===== config.mk =====
export PLATFORM = sky130hd
export DESIGN_NAME = matrix_entry_loader
export DESIGN_NICKNAME = d
export VERILOG_FILES = /design/src/rtl/matrix_entry_loader.sv
export SDC_FILE = /design/constraint.sdc
export NUM_CORES = 1
export LEC_CHECK = 0
export CAP_MARGIN = 25
export CORE_MARGIN = 2
export CORE_UTILIZATION = 55
export CTS_BUF_LIST = sky130_fd_sc_hd__clkbuf_8
export CTS_CLUSTER_DIAMETER = 40
export DETAILED_ROUTE_END_ITERATION = 16
export GPL_TIMING_DRIVEN = 0
export PLACE_DENSITY = 0.82
export SLEW_MARGIN = 20
export SYNTH_ARGS = -nofsm -noshare
export SYNTH_HDL_FRONTEND = slang
export SYNTH_SLANG_ARGS = --single-unit

===== constraint.sdc =====
create_clock -name clock_100Mhz -period 2.9 [get_ports clock_100Mhz]
set_input_delay 0.29 -clock clock_100Mhz [delete_from_list [all_inputs] [get_ports clock_100Mhz]]
set_output_delay 0.29 -clock clock_100Mhz [all_outputs]
set_load 0.1 [all_outputs]

===== src/rtl/matrix_entry_loader.sv =====
// matrix_entry_loader: debounced button front-end that loads two 2x2 8-bit operands and starts the systolic array
// Ports: clock_100Mhz/reset (sync, active-high); sw operand value; btn_enter/btn_clear raw buttons;
//        sa_done array finished; a11..b22 operand registers; entry_idx next slot; preview registered sw;
//        state 0=ENTRY 1=START 2=RUN 3=HOLD; start one-cycle array pulse
module matrix_entry_loader #(
  parameter int DEBOUNCE_CYCLES = 1000000
) (
  input  logic       clock_100Mhz,
  input  logic       reset,
  input  logic [7:0] sw,
  input  logic       btn_enter,
  input  logic       btn_clear,
  input  logic       sa_done,
  output logic [7:0] a11,
  output logic [7:0] a12,
  output logic [7:0] a21,
  output logic [7:0] a22,
  output logic [7:0] b11,
  output logic [7:0] b12,
  output logic [7:0] b21,
  output logic [7:0] b22,
  output logic [2:0] entry_idx,
  output logic [7:0] preview,
  output logic [1:0] state,
  output logic       start
);
  localparam int CW = $clog2(DEBOUNCE_CYCLES + 1);
  typedef enum logic [1:0] {ENTRY = 2'd0, START = 2'd1, RUN = 2'd2, HOLD = 2'd3} state_t;
  logic [1:0]    r_s1, r_s2, r_db, r_db_d;
  logic [CW-1:0] r_cnt [2];
  logic [7:0]    r_op [8];
  logic [2:0]    r_idx;
  logic [7:0]    r_preview;
  state_t        r_state;
  logic          r_start;
  logic [1:0]    w_btn, w_press;
  logic          w_enter, w_clear;
  assign w_btn   = {btn_clear, btn_enter};
  // one-cycle pulse in the cycle after the debounced level rises; releases are ignored
  assign w_press = r_db & ~r_db_d;
  assign w_enter = w_press[0];
  assign w_clear = w_press[1];
  // bit 0 = enter, bit 1 = clear; counter only runs while the synced input disagrees with the debounced level
  always_ff @(posedge clock_100Mhz) begin
    if (reset) begin
      r_s1   <= '0;
      r_s2   <= '0;
      r_db   <= '0;
      r_db_d <= '0;
      for (int i = 0; i < 2; i++) r_cnt[i] <= '0;
    end else begin
      r_s1   <= w_btn;
      r_s2   <= r_s1;
      r_db_d <= r_db;
      for (int i = 0; i < 2; i++) begin
        if (r_s2[i] == r_db[i]) r_cnt[i] <= '0;
        else if (r_cnt[i] == CW'(DEBOUNCE_CYCLES - 1)) begin
          r_cnt[i] <= '0;
          r_db[i]  <= ~r_db[i];
        end else r_cnt[i] <= r_cnt[i] + 1'b1;
      end
    end
  end
  // start is registered and asserted exactly while the state register holds START
  always_ff @(posedge clock_100Mhz) begin
    if (reset) begin
      for (int i = 0; i < 8; i++) r_op[i] <= '0;
      r_idx     <= '0;
      r_preview <= '0;
      r_state   <= ENTRY;
      r_start   <= 1'b0;
    end else begin
      r_preview <= sw;
      case (r_state)
        ENTRY: begin
          if (w_clear) r_idx <= '0;
          else if (w_enter) begin
            r_op[r_idx] <= sw;
            r_idx       <= r_idx + 3'd1;
            if (r_idx == 3'd7) begin
              r_state <= START;
              r_start <= 1'b1;
            end
          end
        end
        START: begin
          r_state <= RUN;
          r_start <= 1'b0;
        end
        RUN: if (sa_done) r_state <= HOLD;
        HOLD: if (w_enter || w_clear) begin
          r_state <= ENTRY;
          r_idx   <= '0;
        end
        default: r_state <= ENTRY;
      endcase
    end
  end
  assign a11       = r_op[0];
  assign a12       = r_op[1];
  assign a21       = r_op[2];
  assign a22       = r_op[3];
  assign b11       = r_op[4];
  assign b12       = r_op[5];
  assign b21       = r_op[6];
  assign b22       = r_op[7];
  assign entry_idx = r_idx;
  assign preview   = r_preview;
  assign state     = r_state;
  assign start     = r_start;
endmodule

==> flow_metrics.env <==
export IMPL_post_cts_buffers=0
export IMPL_antennaDiodeCount=0
export IMPL_dieArea_mm2=0.01076
export IMPL_htreeDepth=4
export IMPL_fillCellCount=676
export IMPL_end_kind="output port"
export IMPL_critPathMaxStageDelay_ps=1220
export IMPL_hold_viol_final=0
export IMPL_ff_latch_area_mm2=0.003563
export IMPL_numPortBuffers=90
export IMPL_viasPerCell=5.150
export IMPL_crit_type="register to output port"
export IMPL_cp_data_required_time_ps=2610
export IMPL_gp_congestion=0.8156
export IMPL_p_leak_nw=2.554
export IMPL_finalCritPeriodShare=0.8398
export IMPL_rows=36
export IMPL_yosys_area_top_type="edfxtp_1"
export IMPL_grt_start_max_net_pins=17
export IMPL_numCtsBuffers=17
export IMPL_synth_most_common_cell="edfxtp_1"
export IMPL_wl_um=11040
export IMPL_cts_max_path_buffers=2
export IMPL_status="finished, final reports clean"
export IMPL_clk_root_buffer_cell="clkbuf_8"
export IMPL_synth_distinct_cells=41
export IMPL_dp_cells=708
export IMPL_worstMarginPinSlew_ps=1008
export IMPL_ys_ff_latch=126
export IMPL_drv_cap=0
export IMPL_finClkSkew_ps=10.21
export IMPL_fin_nets=615
export IMPL_clkTransAtPathRegs_ps=70
export IMPL_cts_tree="yes"
export IMPL_slew_violations=0
export IMPL_ir_drop_uv=344.2
export IMPL_postCtsHoldBufs=0
export IMPL_yosysSeqAreaShare=0.6514
export IMPL_synth_edf_count=104
export IMPL_layout_setup_ws_ps=464.5
export IMPL_ant_nets=0
export IMPL_syn_inst=446
export IMPL_power_density_mw_per_mm2=601.3
export IMPL_drive_gt1_frac=0.07578
export IMPL_hold_class="input pin to register"
export IMPL_grt_use_total=0.2154
export IMPL_worst_r2r_path_depth=6
export IMPL_fmaxAchievable_mhz=410.6
export IMPL_die_h_um=103.7
export IMPL_dr_pass1_iters=4
export IMPL_critical_path_top_delay_family="buffers and inverters"
export IMPL_worstPathMaxFanout=8
export IMPL_synthTopCellsByCount="edfxtp_1, and2_1, nor2_1"
export IMPL_core_area_mm2=0.009729
export IMPL_finalPower_mw=4.277
export IMPL_syn_mean_instance_area_um2=12.27
export IMPL_clkLatencyLatePin_ps=430
export IMPL_slowest_stage="clkdlybuf4s50_1"
export IMPL_holdPathStages=2
export IMPL_postSynth_asyncResetShare=0
export IMPL_routedWlPerCell_um=14.92
export IMPL_start_util=0.5622
export IMPL_cp_buffers_inverters=1
export IMPL_final_cell_count_no_fill=740
export IMPL_drc=0
export IMPL_cp_num_cells=1
export IMPL_vias=3811
export IMPL_pin_count=91
export IMPL_yosys_warnings=0
export IMPL_crit_chain="clkdlybuf4s50_1"
export IMPL_cts_num_sinks=126
export IMPL_fin_setup_tns_ps=0
export IMPL_first_iter_violations=203
export IMPL_synth_main_ff_cell="edfxtp_1"
export IMPL_rsz0062_at_grt="no"
export IMPL_area_growth_pct=30.03
export IMPL_first_global_vias=3660
export IMPL_grt_overflow=0
export IMPL_pre_cts_ws_ps=353.7
export IMPL_worstPathArrival_ps=2150
export IMPL_min_period_ps=2436
export IMPL_setup_viol=0
export IMPL_dp_hpwl_um=7665
export IMPL_die_w_um=103.7
export IMPL_grt_pass1_wl_um=18130
export IMPL_antenna_found_initial=0
export IMPL_cp_start_kind="register"
export IMPL_maxSlewHeadroom=0.3260
export IMPL_cts_resized_gates=0
export IMPL_synth_top_area_share=0.5709
export IMPL_syn_area_mm2=0.005470
export IMPL_multi_input_area_mm2=0.001966
export IMPL_synthTopCellsByArea="edfxtp_1, dfxtp_1, and2_1"
placed cells by master (no fill, tap or decap), drive strengths merged, types with 17 or more instances in the layout:
cell type        n
nand2           18
clkbuf          26
nor2            35
dfxtp           22
clkdlybuf4s50   90
and2            66
edfxtp         104
conb            40
a21oi           24
nor2b           17
nand3           17
cell families after synthesis:
group,share of synthesized area
adders and majority gates,0.01830
DFF,0.6514
xor gates and xnor gates,0.03682
buffers and inverters,0.01601
other,0.0006855
AOI/OAI and AO/OA,0.05192
and+or+nand+nor,0.2248
routing by layer:
metal | share of wire | vias to the layer above | global-route usage
met1 | 0.44 | 1820 | 0.2672
met5 | 0 | - | 0
li1 | - | 1863 | -
met3 | 0.056 | 8 | 0.06356
met4 | 0.0085 | 0 | 0.07722
met2 | 0.50 | 120 | 0.3609
through the flow:
stage | utilization | hold slack [ps] | area [um^2]
after floorplan | - | 361.6 | 5617
after global placement | 0.6870 | 417.7 | 6684
after detailed placement | 0.6870 | 426.2 | 6684
after CTS | 0.7311 | 407.2 | 7113
after global routing | 0.7311 | 424.4 | 7113
final | 0.7311 | 437.9 | 7113
worst reg2reg max path, stage by stage, from the launching register on:
cell and delay [ps]:
dfxtp_1 370, inv_1 100, ha_1 210, nor2b_1 180
nand4b_1 220, nor3_1 610, or2_2 340
area by class of cell:
class,count,share of cell area
sequential,126,0.5010
multi-input combinational,336,0.2763
timing repair buffer,90,0.1266
clock buffer,17,0.03289
clock inverter,15,0.02744
tap,133,0.02339
inverter,13,0.006860
buffer,10,0.005453
registers in the layout, indices dropped and copies added, names as in the netlist:
register / count
entry_idx: 3
preview: 8
r_cnt: 40
r_db: 2
r_db_d: 2
r_op: 64
r_s1: 2
r_s2: 2
start: 1
state: 2
worst paths after layout:
path         slack, ps          from      endpoint
max reg2reg        560      state[0]    r_op[0][5]
min reg2reg        440       r_s1[1]       r_s2[1]
min                440     btn_enter       r_s1[0]
max                460  entry_idx[1]  entry_idx[1]
where the power goes:
part / total (mW) / internal, mW / leakage (nW) / switching, mW
registers: 2.07 / 2.02 / 1.25 / 0.0484
clock network: 1.63 / 0.933 / 0.207 / 0.700
logic: 0.575 / 0.132 / 1.09 / 0.443
Power figures use the tool's default switching activity.
